`config.mk`:
```
export PLATFORM = sky130hd
export DESIGN_NAME = enemy_controller
export DESIGN_NICKNAME = d
export VERILOG_FILES = /design/src/rtl/enemy_controller.sv
export SDC_FILE = /design/constraint.sdc
export NUM_CORES = 1
export LEC_CHECK = 0
export BUFFER_PORTS_ARGS = -buffer_cell sky130_fd_sc_hd__buf_2
export CAP_MARGIN = 20
export CORE_MARGIN = 2
export CORE_UTILIZATION = 50
export DETAILED_ROUTE_END_ITERATION = 8
export GPL_TIMING_DRIVEN = 0
export HOLD_SLACK_MARGIN = 0.15
export PLACE_DENSITY = 0.75
export SLEW_MARGIN = 20
export SYNTH_ARGS = -nofsm -noshare
export SYNTH_HDL_FRONTEND = slang
export SYNTH_SLANG_ARGS = --single-unit
```
`constraint.sdc`:
```
create_clock -name clock -period 2.2 [get_ports clock]
set_input_delay 0.33 -clock clock [delete_from_list [all_inputs] [get_ports clock]]
set_output_delay 0.33 -clock clock [all_outputs]
set_load 0.05 [all_outputs]
```
`src/rtl/enemy_controller.sv`:
```
// Per-frame sequencer for a bank of enemies sharing one VGA write port: broadcasts the
// move-phase strobes, then requests the port and draws each live enemy in turn.
module enemy_controller #(
    parameter int NUM_ENEMIES  = 4,
    parameter int SEL_W        = 2,
    parameter int MOVE_DIV     = 2,
    parameter int DRAW_TIMEOUT = 300
) (
    input  logic                   clock,
    input  logic                   reset,
    input  logic                   start,
    input  logic                   frame_tick,
    input  logic [NUM_ENEMIES-1:0] alive,
    input  logic [NUM_ENEMIES-1:0] enemy_draw_done,
    input  logic                   draw_grant,
    output logic                   init,
    output logic                   idle,
    output logic                   gen_move,
    output logic                   apply_move,
    output logic [NUM_ENEMIES-1:0] draw_en,
    output logic [SEL_W-1:0]       draw_sel,
    output logic                   draw_req,
    output logic                   frame_done,
    output logic                   overrun
);

    typedef enum logic [3:0] {
        S_OFF,
        S_INIT,
        S_WAIT,
        S_GEN,
        S_CHECK,
        S_APPLY,
        S_REQ,
        S_DRAW,
        S_GAP,
        S_DONE
    } state_t;

    state_t                 state, state_next;
    logic [3:0]             frame_cnt, frame_cnt_next;
    logic                   pending, pending_next;
    logic                   overrun_next;
    logic [8:0]             watchdog, watchdog_next;
    logic [SEL_W-1:0]       sel_next;
    logic                   first_found, next_found;
    logic [SEL_W-1:0]       first_idx, next_idx;
    logic                   done_hit;

    logic                   init_next, idle_next, gen_move_next, apply_move_next;
    logic                   draw_req_next, frame_done_next;
    logic [NUM_ENEMIES-1:0] draw_en_next;

    // draw_en is one-hot on the selected enemy, so this ignores every other done line.
    assign done_hit = |(enemy_draw_done & draw_en);

    // Descending scan so the lowest qualifying index is the one left standing.
    always_comb begin
        first_found = 1'b0;
        first_idx   = '0;
        next_found  = 1'b0;
        next_idx    = '0;
        for (int i = NUM_ENEMIES - 1; i >= 0; i--) begin
            if (alive[i]) begin
                first_found = 1'b1;
                first_idx   = SEL_W'(i);
            end
            if (alive[i] && (i > int'(draw_sel))) begin
                next_found = 1'b1;
                next_idx   = SEL_W'(i);
            end
        end
    end

    // NOTE: every variable is given a default first so no path leaves one unassigned (no latches).
    always_comb begin
        state_next     = state;
        frame_cnt_next = frame_cnt;
        pending_next   = pending;
        overrun_next   = overrun;
        watchdog_next  = watchdog;
        sel_next       = draw_sel;

        if (frame_tick && (state != S_WAIT)) begin
            if (pending) overrun_next = 1'b1;
            else         pending_next = 1'b1;
        end

        unique case (state)
            S_OFF:   state_next = S_OFF;
            S_INIT: begin
                frame_cnt_next = '0;
                pending_next   = 1'b0;
                state_next     = S_WAIT;
            end
            S_WAIT: begin
                if (frame_tick || pending) begin
                    pending_next = 1'b0;
                    if (frame_cnt == 4'(MOVE_DIV - 1)) begin
                        frame_cnt_next = '0;
                        state_next     = S_GEN;
                    end else begin
                        frame_cnt_next = frame_cnt + 4'd1;
                        state_next     = S_REQ;
                    end
                end
            end
            S_GEN:   state_next = S_CHECK;
            S_CHECK: state_next = S_APPLY;
            S_APPLY: state_next = S_REQ;
            S_REQ: begin
                watchdog_next = '0;
                if (draw_grant) begin
                    if (first_found) begin
                        sel_next   = first_idx;
                        state_next = S_DRAW;
                    end else begin
                        state_next = S_DONE;
                    end
                end
            end
            S_DRAW: begin
                if (done_hit || (watchdog == 9'(DRAW_TIMEOUT - 1))) state_next = S_GAP;
                else watchdog_next = watchdog + 9'd1;
            end
            S_GAP: begin
                watchdog_next = '0;
                if (next_found) begin
                    sel_next   = next_idx;
                    state_next = S_DRAW;
                end else begin
                    state_next = S_DONE;
                end
            end
            S_DONE:  state_next = S_WAIT;
            default: state_next = S_OFF;
        endcase

        if (start) state_next = S_INIT;

        // Outputs are decoded from the next state and registered, so they line up with state.
        init_next       = (state_next == S_INIT);
        idle_next       = (state_next == S_WAIT);
        gen_move_next   = (state_next == S_GEN);
        apply_move_next = (state_next == S_APPLY);
        frame_done_next = (state_next == S_DONE);
        draw_req_next   = (state_next == S_REQ) || (state_next == S_DRAW) || (state_next == S_GAP);
        draw_en_next    = (state_next == S_DRAW) ? (NUM_ENEMIES'(1) << sel_next) : '0;
    end

    // NOTE: state registers use non-blocking assignments so every flop samples pre-edge values.
    always_ff @(posedge clock) begin
        if (reset) begin
            state      <= S_OFF;
            frame_cnt  <= '0;
            pending    <= 1'b0;
            overrun    <= 1'b0;
            watchdog   <= '0;
            draw_sel   <= '0;
            init       <= 1'b0;
            idle       <= 1'b0;
            gen_move   <= 1'b0;
            apply_move <= 1'b0;
            draw_en    <= '0;
            draw_req   <= 1'b0;
            frame_done <= 1'b0;
        end else begin
            state      <= state_next;
            frame_cnt  <= frame_cnt_next;
            pending    <= pending_next;
            overrun    <= overrun_next;
            watchdog   <= watchdog_next;
            draw_sel   <= sel_next;
            init       <= init_next;
            idle       <= idle_next;
            gen_move   <= gen_move_next;
            apply_move <= apply_move_next;
            draw_en    <= draw_en_next;
            draw_req   <= draw_req_next;
            frame_done <= frame_done_next;
        end
    end

endmodule
```
### After elaboration in Yosys (flattened, before gate mapping)

Cells that the tools add are included.

* bits in registers: 31
* latch bits: 0
* bits in writable memories: 0
* memory bits (read-only): 0
* bits of input ports: 13
* output and inout bits: 13
* word-level logic and storage cells: 94
* memories: 0

* $add $sub $neg: 2
* $mul: 0
* div/mod/pow operators: 0
* $lt $le $gt $ge: 3
* equal/unequal tests: 22
* shift operators: 1
* muxes and demuxes: 34
* bitwise logic cells: 2
* reduce and logical (&&, ||, !) cells: 17

Operators by type and width (count)
* $mux 4: 8
* $pmux 4 s8: 1
* $eq 4x3->1 const B: 7
* $mux 2: 10
* $pmux 9 s2: 1
* $eq 4x2->1 const B: 4
* $eq 4x4->1 const B: 4
* $eq 4x1->1 const B: 3
* $add 9x1->9 const B: 1
* $eq 9x9->1 const B: 1
* $mux 1: 9
* $mux 9: 1
* $pmux 4 s2: 1
* $reduce_and 2->1: 3
* $reduce_or 2->1: 3
* $add 4x1->4 const B: 1
* $and 4x4->4: 1
* $gt 2x2->1 const A: 2
* $logic_and 1x1->1: 4
* $logic_or 1x1->1: 4
* $ne 2x2->1 const B: 2
* $ne 4x2->1 const B: 1
* $pmux 2 s2: 1
* $reduce_bool 2->1: 2
* 6 further kinds: 6

### Depth between registers and ports, before layout

* depth in word-level cells: 11
* depth in mapped cells: 8
* gate-level depth less buffers: 8

### Least setup slack after synthesis

No wires, ideal clock.

* path kind: reg2reg
* start: register watchdog[0]
* end: register apply_move
* setup time: 0.073 ns
* data arrival time: 1.971 ns
* required time: 2.127 ns
* setup slack: 0.156 ns
* stages on the path, launching flop included: 9
* path buffers: 1
* period minus slack after synthesis: 2.044 ns
* cell sequence: dfxtp_1 ha_1 and3_1 and4b_1 or3_1 buf_2 and2_4 a211o_1 nor3b_2

* cells in the longest elaborated chain, start to end: 6

Ends and longest elaborated chain
* start: declaration: line 44 `logic [8:0] watchdog, watchdog_next;`
* start signal: assignment: line 172 `watchdog <= watchdog_next;`
* $eq 9x9->1: line 123 `if (done_hit || (watchdog == 9'(DRAW_TIMEOUT - 1))) state_next = S_GAP;`
* $logic_or 1x1->1: line 123
* $mux 4: line 123
* $pmux 4 s8: line 89 `unique case (state)`
* $mux 4: line 139 `if (start) state_next = S_INIT;`
* $eq 4x3->1: line 145 `apply_move_next = (state_next == S_APPLY);`
* end signal: assignment: line 177 `apply_move <= apply_move_next;`
* end: declaration: line 19 `output logic apply_move,`

Every way passes these cells.
A chain may end at the register's enable or synchronous reset.

### Final worst setup path

* start: register state[3]
* end: register watchdog[8]

* cells in the longest elaborated chain, start to end: 4
* elaborated cells between the ends (all ways): 8
* those cells by class: 4 x eq/ne; 1 x mux; 3 x reduce/logical

Ends and longest elaborated chain
* start: declaration: line 40 `state_t state, state_next;`
* start signal: assignment: line 168 `state <= state_next;`
* $eq 4x4->1 or $eq 4x3->1 (tied branches): line 89
* $reduce_or 2->1 (no source line)
* $reduce_bool 2->1 (no source line)
* $reduce_and 2->1 (no source line)

Several ways; a longest one is shown, not always the timed one.

==> impl_metrics.csv <==
group,metric,value,unit
run_status,outcome,"finished clean",
global_routing,grt_max_degree,11,
logic_synthesis,synth.area.top_cells,"dfxtp_1 (38%), nor2_1 (6.4%), a21oi_1 (3.4%)",
clock_tree,htreeDepth,2,
logic_synthesis,syn_nets,212,
logic_synthesis,synthSimpleGateAreaFrac,31.22,%
sta,fmax,478.2,MHz
sta,maxSlewViolCount,0,
place,port_buffers,25,
sta,finalHoldViolations,0,
global_routing,track_usage,21.26,%
final_layout,final_area,1936,sq um
floorplanning,die_h,61.19,um
routing,ant_nets,0,
floorplanning,rows,20,
clock_tree,path_clk_slew,0.09,ns
global_routing,grt_use_met3,5.882,%
floorplanning,die-area,3744,sq um
global_routing,antenna_found_initial,0,
final_layout,ff_latch_area,623.1,sq um
sta,setup_tns,0,ns
setup_path,cp.arrival,2.35,ns
place,pre_cts_ws,-0.07550,ns
setup_path,startpoint,"state[3]$_SDFF_PP0_",
logic_synthesis,synth_mux_area_share,1.836,%
sta,tightest_slew,0.5100,ns
logic_synthesis,synth_fa_ha_area_share,2.295,%
logic_synthesis,synth_top_area_cell,"dfxtp_1",
setup_path,worstSetupEndpointType,"flip-flop",
global_routing,grt.met2_usage,34.80,%
power_and_ir_drop,ir_drop,367.8,uV
setup_path,rr_endpoint,"watchdog[8]$_SDFFE_PP0P_",
final_layout,nFillCells,269,
final_layout,drive_gt1_share,25.97,%
clock_tree,cts_tree,"built",
global_routing,met1_usage,26.49,%
place,placed_cells,265,
setup_path,worst_r2r_startpoint,"state[3]$_SDFF_PP0_",
clock_tree,clock_sink_count,31,
logic_synthesis,synth-async-reset-ratio,0,%
job,drv_cap,0,
sta,rsz0062_at_grt,"no",
setup_path,worstPathRequired,2.46,ns
final_layout,multiInputGateArea,1002,sq um
routing,dr_total_vias,1546,
logic_synthesis,synth_compound_area_share,19.66,%
clock_tree,ctsHoldBuffers,0,
place,gp_congestion,0.8652,
sta,setup_viol,0,
logic_synthesis,synth_xor_area_share,3.213,%
final_layout,nets,246,
sta,holdWs,0.2580,ns
power_and_ir_drop,power.leakage,0.7529,nW
logic_synthesis,synthFlopType,"dfxtp_1",
logic_synthesis,yosys.cell_count.top_type,"dfxtp_1",
sta,worst_slack,0.1090,ns
logic_synthesis,synth_cell_types,52,
routing,drt_wl_total,3661,um
routing,wl_per_cell,13.31,um
clock_tree,clk_path_buf_depth,2,
setup_path,start_kind,"flip-flop",
sta,skew,0.003360,ns
routing,drt_iter0_drc,49,
power_and_ir_drop,powerDensity,492.2,nW/um^2
global_routing,grt_pass1_vias,1359,
clock_tree,cts_made_buffers,5,
logic_synthesis,synth-warning-count,0,
setup_path,crit_path_max_fanout,10,
logic_synthesis,synth_edf_count,0,
setup_path,crit_type,"reg2reg",
clock_tree,insertion_delay,0.32,ns
logic_synthesis,syn_inst,196,
sta,relSlewSlack,66.00,%
hold_path,hold_path_class,"in2reg",
setup_path,r2r_slack,0.11,ns
floorplanning,core_area,3078,sq um
global_routing,grt_overflow_total,0,
logic_synthesis,synth_top_family_by_area,"simple AND/OR/NAND/NOR gates",
global_routing,grt_pass1_wl,5816,um
place,dpl-instance-area,1815,sq um
logic_synthesis,yosys_register_bits,31,
setup_path,crit_end,"watchdog[8]$_SDFFE_PP0P_",
global_routing,grt-busiest-layer,"met2",
floorplanning,ioPinCount,26,
logic_synthesis,yosysSeqAreaShare,37.95,%
final_layout,antenna_cells,0,
sta,period_minus_slack,2.091,ns
logic_synthesis,synthTopCellsByCount,"dfxtp_1 (31), nor2_1 (28), nand2_1 (13)",
power_and_ir_drop,fin_total_pwr,952.8,uW
hold_path,hold_path.startpoint,"frame_tick",
setup_path,ff2ff_path_depth,6,
routing,dr.pass1.iters,4,
place,dpl.hpwl,2703,um
final_layout,fin_util,62.89,%
logic_synthesis,syn_area,1635,sq um
final_layout,syn_to_final_growth,18.36,%
final_layout,fin_cells,275,
routing,drc,0,
floorplanning,initial_core_util,53.13,%
sta,min_period_over_period,95.05,%
floorplanning,die_w,61.19,um
logic_synthesis,syn_avg_cell_area,8.343,sq um
clock_tree,root_buffer,"clkbuf_4",
logic_synthesis,yosysTopAreaCellShare,37.95,%
routing,viasPerCell,5.622,
## registers in the layout, summed over array words and instances, names as in the netlist
| name | count |
|---|---|
| apply_move | 1 |
| draw_en | 4 |
| draw_req | 1 |
| draw_sel | 2 |
| frame_cnt | 4 |
| frame_done | 1 |
| gen_move | 1 |
| idle | 1 |
| init | 1 |
| overrun | 1 |
| pending | 1 |
| state | 4 |
| watchdog | 9 |
## where the power goes
group | internal, mW | leakage [nW] | switching [mW] | total [mW]
clock network | 0.124 | 0.0293 | 0.182 | 0.306
logic | 0.0261 | 0.472 | 0.0501 | 0.0762
registers | 0.566 | 0.252 | 0.00451 | 0.570
total | 0.716 | 0.753 | 0.237 | 0.953
## cells in the final DEF (no fill, tap or decap), types with 2 or more instances in the layout
master	n
clkbuf_1	4
a22oi_1	2
dfxtp_2	2
buf_4	3
nand3b_1	3
nand2_1	13
a41oi_1	2
nor3b_2	3
inv_1	8
nand4_1	3
nor3_1	6
mux2i_1	3
a21oi_1	11
a31oi_1	4
o21ai_0	9
or2_2	2
xor2_1	3
xnor2_1	3
or3_1	3
o21bai_1	2
nand3_2	2
o2111ai_1	2
clkbuf_4	5
nor4b_1	3
nor4_1	3
nand3_1	3
dfxtp_1	29
buf_2	29
nor2_1	28
o211ai_1	2
o2bb2ai_1	2
ha_1	2
nand2b_1	4
## area by class of cell
cell class                      count  area share, %
Multi-Input combinational cell    150          51.78
Sequential cell                    31          32.19
Timing Repair Buffer               28          7.628
Tap cell                           44          2.844
Clock buffer                        7          2.327
Inverter                            8          1.551
Buffer                              6          1.422
Clock inverter                      1         0.2586
## worst min path at each step
stage	endpoint	slack [ns]	cells after the start
2_1_floorplan	pending$_SDFF_PP0_	0.41	1
3_3_place_gp	overrun$_SDFFE_PP0P_	0.45	2
3_5_place_dp	overrun$_SDFFE_PP0P_	0.46	2
4_1_cts	overrun$_SDFFE_PP0P_	0.26	3
5_1_grt	state[3]$_SDFF_PP0_	0.28	2
6_report	overrun$_SDFFE_PP0P_	0.26	3
## layer usage
metal	part of all wire, %	vias up
met4	0.93	0
met5	0	-
met1	48	725
met2	47	35
li1	-	782
met3	4.6	4
## cell families after synthesis
family / Yosys count
XOR/XNOR: 6
adder cells (fa/ha/maj): 3
multiplexers: 3
AO/OA/AOI/OAI: 47
buffers and inverters: 15
AND/OR/NAND/NOR: 91
flip-flops: 31
## timing repair
action / 4_1_cts / 5_1_grt
setup buffers: 3 / 0
endpoints found under the hold margin: 0 / 0
pin swaps: 3 / 6
gates resized for setup: 8 / 7
setup endpoints to repair: 4 / 4
## worst max-delay path, cell delays in order (launching register included)
cell and delay, ns:
dfxtp_1 0.33, buf_2 0.23, or3b_1 0.39, a21oi_2 0.33, o21ai_0 0.22, or3_1 0.38
a21oi_1 0.15
(Power assumes the default switching activity.)
